File: src/rtl/bus_timer_responder_if.sv
// CPU-side bus between the core and the timer responder: address/strobe/write data
// in, registered read data and a level interrupt back.
interface bus_timer_responder_if #(
   parameter int unsigned ADDR_WIDTH = 32,
   parameter int unsigned DATA_WIDTH = 32
);
   logic [ADDR_WIDTH-1:0] address_i;
   logic                  we_i;
   logic [DATA_WIDTH-1:0] data_i;
   logic [DATA_WIDTH-1:0] data_o;
   logic                  irq_o;

   modport master (output address_i, we_i, data_i, input data_o, irq_o);
   modport slave  (input address_i, we_i, data_i, output data_o, irq_o);
endinterface

File: src/rtl/bus_timer_responder.sv
// Memory-mapped timer: CTRL/COMPARE/COUNT/STATUS window with an 8-bit prescaler,
// one-shot or auto-reload compare match, and a level interrupt.
module bus_timer_responder #(
   parameter logic [31:0] BASE_ADDRESS = 32'h0000_9000,
   parameter int unsigned ADDR_WIDTH   = 32,
   parameter int unsigned DATA_WIDTH   = 32
) (
   input  logic                 clk_i,
   input  logic                 reset_i,
   bus_timer_responder_if.slave bus
);
   localparam int unsigned PS_WIDTH = 8;
   localparam logic [1:0] OFF_CTRL    = 2'd0;
   localparam logic [1:0] OFF_COMPARE = 2'd1;
   localparam logic [1:0] OFF_COUNT   = 2'd2;
   localparam logic [1:0] OFF_STATUS  = 2'd3;
   localparam logic [ADDR_WIDTH-1:0] BASE = ADDR_WIDTH'(BASE_ADDRESS);

   logic                  en_q, en_d;
   logic                  auto_q, auto_d;
   logic                  irq_en_q, irq_en_d;
   logic [PS_WIDTH-1:0]   prescale_q, prescale_d;
   logic [PS_WIDTH-1:0]   ps_q, ps_d;
   logic [DATA_WIDTH-1:0] compare_q, compare_d;
   logic [DATA_WIDTH-1:0] count_q, count_d;
   logic                  match_q, match_d;
   logic [DATA_WIDTH-1:0] data_q, data_d;
   logic                  irq_q, irq_d;

   logic                  hit;
   logic [1:0]            offset;
   logic                  wr_ctrl, wr_compare, wr_count, wr_status;
   logic                  tick, tick_eff;
   logic [DATA_WIDTH-1:0] rd_mux;
   logic                  unused_low_addr;

   assign hit             = (bus.address_i[ADDR_WIDTH-1:4] == BASE[ADDR_WIDTH-1:4]);
   assign offset          = bus.address_i[3:2];
   assign unused_low_addr = ^bus.address_i[1:0];

   assign wr_ctrl    = bus.we_i && hit && (offset == OFF_CTRL);
   assign wr_compare = bus.we_i && hit && (offset == OFF_COMPARE);
   assign wr_count   = bus.we_i && hit && (offset == OFF_COUNT);
   assign wr_status  = bus.we_i && hit && (offset == OFF_STATUS);

   // A tick is dropped when the same edge writes COUNT or writes CTRL with EN=0.
   assign tick     = en_q && (ps_q == prescale_q);
   assign tick_eff = tick && !(wr_ctrl && !bus.data_i[0]) && !wr_count;

   always_ff @(posedge clk_i or negedge reset_i) begin
      if (!reset_i) begin
         en_q       <= 1'b0;
         auto_q     <= 1'b0;
         irq_en_q   <= 1'b0;
         prescale_q <= '0;
         ps_q       <= '0;
         compare_q  <= '0;
         count_q    <= '0;
         match_q    <= 1'b0;
         data_q     <= '0;
         irq_q      <= 1'b0;
      end else begin
         en_q       <= en_d;
         auto_q     <= auto_d;
         irq_en_q   <= irq_en_d;
         prescale_q <= prescale_d;
         ps_q       <= ps_d;
         compare_q  <= compare_d;
         count_q    <= count_d;
         match_q    <= match_d;
         data_q     <= data_d;
         irq_q      <= irq_d;
      end
   end

   always_comb begin
      rd_mux = '0;
      case (offset)
         OFF_CTRL:    rd_mux = DATA_WIDTH'({prescale_q, 5'b0, irq_en_q, auto_q, en_q});
         OFF_COMPARE: rd_mux = compare_q;
         OFF_COUNT:   rd_mux = count_q;
         OFF_STATUS:  rd_mux = DATA_WIDTH'({en_q, match_q});
         default:     rd_mux = '0;
      endcase
   end

   // Timer update first, then bus writes override so the bus always wins.
   always_comb begin
      en_d       = en_q;
      auto_d     = auto_q;
      irq_en_d   = irq_en_q;
      prescale_d = prescale_q;
      ps_d       = ps_q;
      compare_d  = compare_q;
      count_d    = count_q;
      match_d    = match_q;

      if (en_q) begin
         ps_d = tick ? '0 : PS_WIDTH'(ps_q + 1'b1);
      end

      // W1C is applied before the match set so a same-edge match keeps MATCH high.
      if (wr_status && bus.data_i[0]) begin
         match_d = 1'b0;
      end

      if (tick_eff) begin
         if (count_q == compare_q) begin
            match_d = 1'b1;
            if (auto_q) begin
               count_d = '0;
            end else begin
               en_d = 1'b0;
            end
         end else begin
            count_d = DATA_WIDTH'(count_q + 1'b1);
         end
      end

      if (wr_ctrl) begin
         en_d       = bus.data_i[0];
         auto_d     = bus.data_i[1];
         irq_en_d   = bus.data_i[2];
         prescale_d = bus.data_i[15:8];
      end
      if (wr_compare) begin
         compare_d = bus.data_i;
      end
      if (wr_count) begin
         count_d = bus.data_i;
         ps_d    = '0;
      end
      if ((wr_ctrl && bus.data_i[0] && !en_q) || !en_d) begin
         ps_d = '0;
      end

      irq_d  = match_d && irq_en_d;
      data_d = (hit && !bus.we_i) ? rd_mux : '0;
   end

   assign bus.data_o = data_q;
   assign bus.irq_o  = irq_q;
endmodule

File: src/flat_wrapper.sv
// flat-port wrapper written by rule: the top's interface ports become plain ports
module bus_timer_responder_flat 
#(
   parameter logic [31:0] BASE_ADDRESS = 32'h0000_9000,
   parameter int unsigned ADDR_WIDTH   = 32,
   parameter int unsigned DATA_WIDTH   = 32
)
  (clk_i, reset_i, bus_address_i, bus_we_i, bus_data_i, bus_data_o, bus_irq_o);
  bus_timer_responder_if #(.ADDR_WIDTH(ADDR_WIDTH), .DATA_WIDTH(DATA_WIDTH)) bus_i ();
  input  logic clk_i;
  input  logic reset_i;
  input wire logic [$bits(bus_i.address_i)-1:0] bus_address_i;
  input wire logic [$bits(bus_i.we_i)-1:0] bus_we_i;
  input wire logic [$bits(bus_i.data_i)-1:0] bus_data_i;
  output wire logic [$bits(bus_i.data_o)-1:0] bus_data_o;
  output wire logic [$bits(bus_i.irq_o)-1:0] bus_irq_o;
  assign bus_i.address_i = bus_address_i;
  assign bus_i.we_i = bus_we_i;
  assign bus_i.data_i = bus_data_i;
  assign bus_data_o = bus_i.data_o;
  assign bus_irq_o = bus_i.irq_o;
  bus_timer_responder #(.BASE_ADDRESS(BASE_ADDRESS), .ADDR_WIDTH(ADDR_WIDTH), .DATA_WIDTH(DATA_WIDTH)) u_core (.clk_i(clk_i), .reset_i(reset_i), .bus(bus_i));
endmodule
File: config.mk
export PLATFORM = sky130hd
export DESIGN_NAME = bus_timer_responder_flat
export DESIGN_NICKNAME = d
export VERILOG_FILES = /design/src/rtl/bus_timer_responder_if.sv /design/src/rtl/bus_timer_responder.sv /design/src/flat_wrapper.sv
export SDC_FILE = /design/constraint.sdc
export NUM_CORES = 1
export LEC_CHECK = 0
export CAP_MARGIN = 0
export CORE_ASPECT_RATIO = 1.2
export CORE_MARGIN = 4
export CORE_UTILIZATION = 57
export DETAILED_ROUTE_END_ITERATION = 8
export PLACE_DENSITY_LB_ADDON = 0.08
export SLEW_MARGIN = 20
export SYNTH_ARGS = -nofsm -noshare
export SYNTH_HDL_FRONTEND = slang
export SYNTH_SLANG_ARGS = --single-unit
File: constraint.sdc
create_clock -name clk_i -period 3.9 [get_ports clk_i]
set_clock_uncertainty 0.1 [all_clocks]
set_input_delay 0.78 -clock clk_i [delete_from_list [all_inputs] [get_ports clk_i]]
set_output_delay 0.78 -clock clk_i [all_outputs]
set_load 0.03 [all_outputs]
# [After elaboration in Yosys (flattened, before gate mapping)]
# Index checks and enable logic that the tools add are counted.
[classes] n_reduce_logical=25 add_sub_neg=2 muxes=18 eq_ne=7
[ops] operator="$mux 32" count=5
[ops] operator="$pmux 32 s4" count=1
[ops] operator="$add 32x1->32 const B" count=1
[ops] operator="$eq 32x32->1" count=1
[ops] operator="$mux 8" count=4
[ops] operator="$eq 28x12->1 const B" count=1
[ops] operator="$logic_and 1x1->1" count=14
[ops] operator="$add 8x1->8 const B" count=1
[ops] operator="$eq 8x8->1" count=1
[ops] operator="$mux 1" count=8
[ops] operator="$logic_not 1->1" count=6
[ops] operator="$eq 2x2->1 const B" count=2
[ops] operator="$ne 3x1->1 const B" count=1
[ops] operator="$reduce_bool 3->1" count=1
[ops] operator="$eq 2x1->1 const B" count=1
[ops] operator="$logic_not 2->1" count=1
[ops] operator="$reduce_and 2->1" count=1
[ops] operator="$reduce_bool 2->1" count=1
[ops] operator="$logic_or 1x1->1" count=1
[totals] input_bits=67 register_bits=117 word_cells=62

# [Depth between registers and ports, before layout]
# Gate-level depths: netlist (run 1).
[depth] depth_word=12 mapped_depth=10

# [Worst setup path after synthesis (run 1)]
# OpenSTA, ideal clock, no wires.
[synth_path] kind="input -> register" startpoint="in bus_address_i[27]" endpoint="reg u_core.count_q[12]" arrival_ns=2.604 n_path_buf=1 stages=7 path_slack_ns=1.069 path_cell_list="or4_1 > nor4_2 > o21bai_2 > nor2_1 > clkbuf_1 > a22oi_1 > o21ai_1"
[synth_via] elab_chain_cells=9 word_cells_on_any_way=13 cone_classes="eq/ne: 2; mux: 1; reduce/logical: 10"
[synth_rtl] item="start, declared" line_no="flat_wrapper.sv:12" text="input wire logic [$bits(bus_i.address_i)-1:0] bus_address_i;"
[synth_rtl] item="$eq 28x12->1 *" line_no="bus_timer_responder.sv:37" text="assign hit = (bus.address_i[ADDR_WIDTH-1:4] == BASE[ADDR_WIDTH-1:4]);"
[synth_rtl] item="$logic_and 1x1->1 *" line_no="bus_timer_responder.sv:41, bus_timer_responder.sv:43"
[synth_rtl] item="$logic_and 1x1->1" line_no="bus_timer_responder.sv:41" text="assign wr_ctrl = bus.we_i && hit && (offset == OFF_CTRL);"
[synth_rtl] item="$logic_and 1x1->1" line_no="bus_timer_responder.sv:48" text="assign tick_eff = tick && !(wr_ctrl && !bus.data_i[0]) && !wr_count;"
[synth_rtl] item="$logic_not 1->1" line_no="bus_timer_responder.sv:48"
[synth_rtl] item="$logic_and 1x1->1 (2 in a row)" line_no="bus_timer_responder.sv:48"
[synth_rtl] item="$reduce_bool 2->1 (no source line)"
[synth_rtl] item="$reduce_and 2->1 (no source line)"
[synth_rtl] item="end signal, assigned" line_no="bus_timer_responder.sv:69" text="count_q <= count_d;"
[synth_rtl] item="end, declared" line_no="bus_timer_responder.sv:25" text="logic [DATA_WIDTH-1:0] count_q, count_d;"
# Every way passes the cells marked *; elsewhere a longest branch is shown, timed or not.
# A chain may end at the register's enable or synchronous reset.

# [Worst setup path after layout (run 1)]
[layout_path] startpoint="in bus_address_i[17]" endpoint="reg u_core.count_q[28]"
# The elaborated chain is that of the path after synthesis.

==> reports/results.tsv, run 1 <==
metric	value	unit
status	complete, no violations	
grt_overflow	0	
worst_r2r_path_depth	7	
synth_edf_count	0	
cts_tree	yes	
worstPathMaxFanout	21	
die-area	12210	sq um
gp_congestion	0.9100	
cts.sinks	117	
layout.nets	757	
p_total	2967	uW
clock_latency	0.42	ns
stdcell_count	826	
maxSlewHeadroom	51.60	%
p_seq_share	41.0	%
hold_slack	0.2753	ns
place_hpwl	10920	um
cts-resized-gates	0	
grt_busiest_layer	met2	
synth_cell_types	53	
holdBufCountCts	0	
synth_area	5986	sq um
ys_ff_latch	117	
area_delta_synth_final	28.99	%
final_common_cell	dfrtp_1	
routed_via_density	6.200	
cts_setup_buffers	0	
dp_cells	795	
path_class	input port to flop	
p_int	2381	uW
crit_chain	clkdlybuf4s50_1, nor4b_1, nand4_1, nor4_2, o21bai_2, buf_4, nor3_1, o21ai_0, o311ai_1	
syn_avg_cell_area	10.04	sq um
synthCells	596	
use_met1	33.63	%
via_count	5121	
p_sw_share	19.77	%
wl	15710	um
ys_warn_count	0	
start_util	58.92	%
max-cap-violations	0	
grt_pass1_vias	5179	
place_area	7091	sq um
hold_viol_final	0	
grt_setup_unrepaired	false	
wire_per_inst	19.02	um
dr.pass1.iters	5	
cts_htree_levels	4	
layout.cells.most_common_list	dfrtp_1 (117), clkdlybuf4s50_1 (96), nor2_1 (58)	
tns	0	ns
required	4.07	ns
drive_gt1_share	14.14	%
p_leak	0.003525	uW
hold_path_class	input port to async pin	
yosysSeqAreaShare	48.91	%
power.net_switching	586.5	uW
grt_max_degree	71	
final-setup-viol-count	0	
antenna_found_initial	0	
cts_inserted_buffers	17	
cp_slowest_stage_delay	0.47	ns
synth_nets	665	
track_usage	27.25	%
grt_use_met2	45.62	%
clk_pin_slew	0.05	ns
n_antenna_cell	0	
core_area	10160	sq um
drc	0	
p_comb_share	4.3	%
crit_path_start_kind	input port	
slowest_stage	nor4_2	
fillers	704	
drt_iter0_drc	399	
ios	100	
clockPowerShare	54.7	%
period_share	79.87	%
ir_worst_vdd	0.2717	mV
end_kind	flop	
portBuffers	97	
worst_pin_slew	0.7252	ns
p_per_area	384.3	nW/um^2
period_minus_slack	3.115	ns
arrival	3.29	ns
die_h	120.3	um
synthArstFlopShare	100.0	%
clock_tree.buffer_depth	2	
cts_root_buf	clkbuf_16	
fmax	321.0	MHz
drt.antenna.violating_nets	0	
fp-row-count	40	
final_area	7721	sq um
synth_flop_cell	dfrtp_1	
grt_pass1_wl	25670	um
die_w	101.5	um
slew_viol_final	0	
grt_use_met3	5.943	%
==> worst paths after layout <==
| path | startpoint | to | slack, ns |
|---|---|---|---|
| min in group clk_i | u_core.irq_en_q$_DFF_PN0_ | u_core.irq_en_q$_DFF_PN0_ | 0.42 |
| worst max register to register | u_core.prescale_q[3]$_DFFE_PN0N_ | u_core.count_q[21]$_DFFE_PN0P_ | 1.06 |
| max in group asynchronous | reset_i | u_core.count_q[11]$_DFFE_PN0P_ | 2.63 |
| worst min register to register | u_core.irq_en_q$_DFF_PN0_ | u_core.irq_en_q$_DFF_PN0_ | 0.42 |
| worst min-delay path | reset_i | u_core.bus.data_o[30]$_DFF_PN0_ | 0.28 |
| worst max-delay path | bus_address_i[17] | u_core.count_q[28]$_DFFE_PN0P_ | 0.79 |
==> synth_stat cells (all sizes together), types with 3 or more instances <==
library cell  number  area [sq um]
nand3             24         120.1
buf                9         48.80
nand2             51         191.4
nor3              19         110.1
or3                3         23.77
mux2i              9         90.09
xor2              46         402.9
o21ai             28         140.1
o21bai             4         33.78
nor2              59         221.5
a21oi             21         105.1
nor2b              3         18.77
and3              11         68.82
nor4              18         118.9
dfrtp            117          2928
and4               6         52.55
clkbuf            30         112.6
nand4             12         75.07
and2               4         25.02
o211ai             5         37.54
inv               11         41.29
mux2              41         461.7
a22oi             24         180.2
o311ai            13         113.9
==> cell type report <==
class | count | area, sq um | area share [%]
clock buffer | 23 | 508.0 | 6.579
clock inverter | 8 | 120.1 | 1.556
inverter | 11 | 41.29 | 0.5348
multi-input combinational | 429 | 2860 | 37.04
sequential | 117 | 2928 | 37.92
tap | 126 | 157.7 | 2.042
timing repair buffer | 112 | 1106 | 14.33
==> logic make-up after synthesis <==
logic type | count (synthesis) | synth area share (%)
simple gates | 220 | 18.42
flops | 117 | 48.91
compound gates | 108 | 12.02
mux | 52 | 9.971
buf+inv | 50 | 3.386
xor+xnor | 47 | 6.877
fa+ha+maj | 2 | 0.4180
==> metrics by stage <==
step,setup slack [ns],utilization [%]
floorplan,1.069,-
global placement,0.3481,69.79
detailed placement,0.2101,69.79
CTS,0.6220,75.97
global route,0.5771,76.00
finish,0.7852,76.00
==> power by group through the flow <==
stage / clock, uW / combinational [uW] / sequential (uW)
5_1_grt: 1700 / 139 / 1210
2_1_floorplan: 0 / 22.2 / 1240
4_1_cts: 1640 / 130 / 1220
3_3_place_gp: 0 / 128 / 1240
6_report: 1620 / 128 / 1220
3_5_place_dp: 0 / 129 / 1240
==> per-layer routing <==
metal  wire [um]  part of all wire, %  vias up
met3        1040                  6.6       42
met5           0                    0        -
met1        6251                   40     2512
met2        8022                   51      225
li1            -                    -     2342
met4         397                  2.5        0
==> registers in the layout, summed over array words and instances (netlist names) <==
register	count
u_core.ps_q	8
u_core.bus.irq_o	1
u_core.bus.data_o	32
u_core.count_q	32
u_core.en_q	1
u_core.auto_q	1
u_core.compare_q	32
u_core.irq_en_q	1
u_core.match_q	1
u_core.prescale_q	8
==> worst max-delay path, delay by kind of cell <==
family | cells | cell delay (ns)
compound gates | 3 | 0.65
simple gates | 4 | 1.10
buf+inv | 2 | 0.74
(Power assumes the default switching activity.)
==> inputs of run 2 (changes only) <==
--- a/config.mk
+++ b/config.mk
@@ -8,7 +8,7 @@
 export CAP_MARGIN = 0
 export CORE_ASPECT_RATIO = 1.2
 export CORE_MARGIN = 4
-export CORE_UTILIZATION = 57
+export CORE_UTILIZATION = 54
 export DETAILED_ROUTE_END_ITERATION = 8
 export PLACE_DENSITY_LB_ADDON = 0.08
 export SLEW_MARGIN = 20
==> constraint.sdc (replaced) <==
create_clock -name clk_i -period 3.1 [get_ports clk_i]
set_clock_uncertainty 0.1 [all_clocks]
set_input_delay 0.62 -clock clk_i [delete_from_list [all_inputs] [get_ports clk_i]]
set_output_delay 0.62 -clock clk_i [all_outputs]
set_load 0.03 [all_outputs]
==> run 2 against run 1 <==
  * Clock power grew 31%
  * Utilization shrank 2.3 points
  * Worst setup slack lost 0.52 ns
  * Wire length grew 1.9%
  * Sequential cell count is the same
==> reports/results.tsv, run 2 (synthesis results as in run 1) <==
metric	value	unit	change
status	complete, no violations		unchanged
via_count	5141		was 5121
clock_latency	0.41	ns	was 0.42 ns
cp-startpoint	bus_address_i[17]		unchanged
portBuffers	97		unchanged
routed_via_density	6.091		was 6.200
p_per_area	485.8	nW/um^2	was 384.3 nW/um^2
final-setup-viol-count	0		unchanged
end_kind	flop		unchanged
grt_use_met2	44.55	%	was 45.62%
holdBufCountCts	0		unchanged
path_class	input port to flop		unchanged
antenna_found_initial	0		unchanged
hold_slack	0.1097	ns	was 0.2753 ns
max-cap-violations	0		unchanged
period_minus_slack	2.837	ns	
drc	0		unchanged
worst_pin_slew	0.5859	ns	was 0.7252 ns
dr.pass1.iters	5		unchanged
use_met1	29.97	%	was 33.63%
area_delta_synth_final	31.38	%	was 28.99%
worstPathMaxFanout	16		was 21
drive_gt1_share	15.52	%	was 14.14%
core_area	10670	sq um	was 10160 sq um
die-area	12840	sq um	was 12210 sq um
n_antenna_cell	0		unchanged
crit_path_start_kind	input port		unchanged
cts-resized-gates	0		unchanged
cts_setup_buffers	0		unchanged
grt_pass1_wl	25740	um	was 25670 um
die_h	123.3	um	was 120.3 um
cts_inserted_buffers	17		unchanged
grt_pass1_vias	5088		was 5179
drt_iter0_drc	435		was 399
period_share	91.51	%	
layout.cells.most_common_list	dfrtp_1 (117), clkdlybuf4s50_1 (96), nor2_1 (59)		was dfrtp_1 (117), clkdlybuf4s50_1 (96), nor2_1 (58)
ios	100		unchanged
cts_tree	yes		unchanged
required	3.35	ns	was 4.07 ns
clock_tree.buffer_depth	2		unchanged
place_area	7227	sq um	was 7091 sq um
gp_congestion	0.8588		was 0.9100
track_usage	25.69	%	was 27.25%
final_area	7864	sq um	was 7721 sq um
arrival	3.08	ns	was 3.29 ns
regToRegStartpoint	u_core.prescale_q[3]$_DFFE_PN0N_		unchanged
start_util	56.10	%	was 58.92%
p_leak	0.003606	uW	was 0.003525 uW
fmax	352.5	MHz	
place_hpwl	11220	um	was 10920 um
hold_viol_final	0		unchanged
cts_htree_levels	4		unchanged
drt.antenna.violating_nets	0		unchanged
ir_worst_vdd	0.2986	mV	was 0.2717 mV
stdcell_count	844		was 826
slew_viol_final	0		unchanged
fp-row-count	41		was 40
cts_root_buf	clkbuf_16		unchanged
grt_overflow	0		unchanged
cts.sinks	117		unchanged
die_w	104.1	um	was 101.5 um
wl	16010	um	was 15710 um
grt_use_met3	6.945	%	was 5.943%
grt_setup_unrepaired	false		unchanged
final_common_cell	dfrtp_1		unchanged
fillers	765		was 704
tns	0	ns	unchanged
grt_busiest_layer	met2		unchanged
wire_per_inst	18.96	um	was 19.02 um
grt_max_degree	45		was 71
dp_cells	814		was 795
clk_pin_slew	0.05	ns	about the same
worstReg2RegEnd	u_core.count_q[26]$_DFFE_PN0P_		was u_core.count_q[21]$_DFFE_PN0P_
layout.nets	773		was 757
hold_path_class	input port to async pin		unchanged
worst_r2r_path_depth	7		unchanged
ff2ff_setup_slack	0.46	ns	was 1.06 ns
maxSlewHeadroom	60.94	%	was 51.60%
-- run 2: through the flow --
stage / utilization (%) / worst slack, ns / power [uW]
2_1_floorplan: - / 0.4295 / 1583
3_3_place_gp: 67.73 / -0.07230 / 1720
3_5_place_dp: 67.73 / -0.1527 / 1721
4_1_cts: 73.70 / 0.2721 / 3834
5_1_grt: 73.70 / 0.1301 / 3917
6_report: 73.70 / 0.2633 / 3820
-- run 2: worst max-delay path: stages --
cell             delay (ns)
clkdlybuf4s50_1        0.40
nor4b_1                0.36
nand4_1                0.24
nor3_2                 0.35
nand3_1                0.17
o21a_1                 0.15
buf_4                  0.19
or4_1                  0.50
nand3_1                0.10
-- run 2: area by class of cell --
cell class / instances / area (sq um) / share of cell area [%]
Tap cell: 129 / 161.4 / 2.053
Inverter: 11 / 41.29 / 0.5251
Clock buffer: 21 / 460.4 / 5.855
Sequential cell: 117 / 2928 / 37.23
Timing Repair Buffer: 128 / 1239 / 15.75
Multi-Input combinational cell: 429 / 2858 / 36.34
Clock inverter: 9 / 176.4 / 2.243
-- run 2: layer usage --
metal / up-vias / part of all wire [%]
li1: 2368 / -
met1: 2526 / 40
met2: 200 / 50
met3: 47 / 6.3
met4: 0 / 3.3
met5: - / 0
-- run 2: how the worst max path moves through the flow --
stage          slack (ns)  cells after the start                             end
3_5_place_dp        -0.15                      9   u_core.count_q[8]$_DFFE_PN0P_
2_1_floorplan        0.43                      7  u_core.count_q[12]$_DFFE_PN0P_
6_report             0.26                      9   u_core.count_q[8]$_DFFE_PN0P_
3_3_place_gp        -0.07                      9   u_core.count_q[8]$_DFFE_PN0P_
4_1_cts              0.27                      9   u_core.count_q[8]$_DFFE_PN0P_
5_1_grt              0.13                     10  u_core.count_q[12]$_DFFE_PN0P_
-- run 2: report_power, final --
| part | total, uW | internal [uW] | switching, uW |
|---|---|---|---|
| Sequential | 1530 | 1530 | 0.0000458 |
| Clock | 2130 | 1460 | 670 |
| Combinational | 165 | 85.9 | 79.2 |
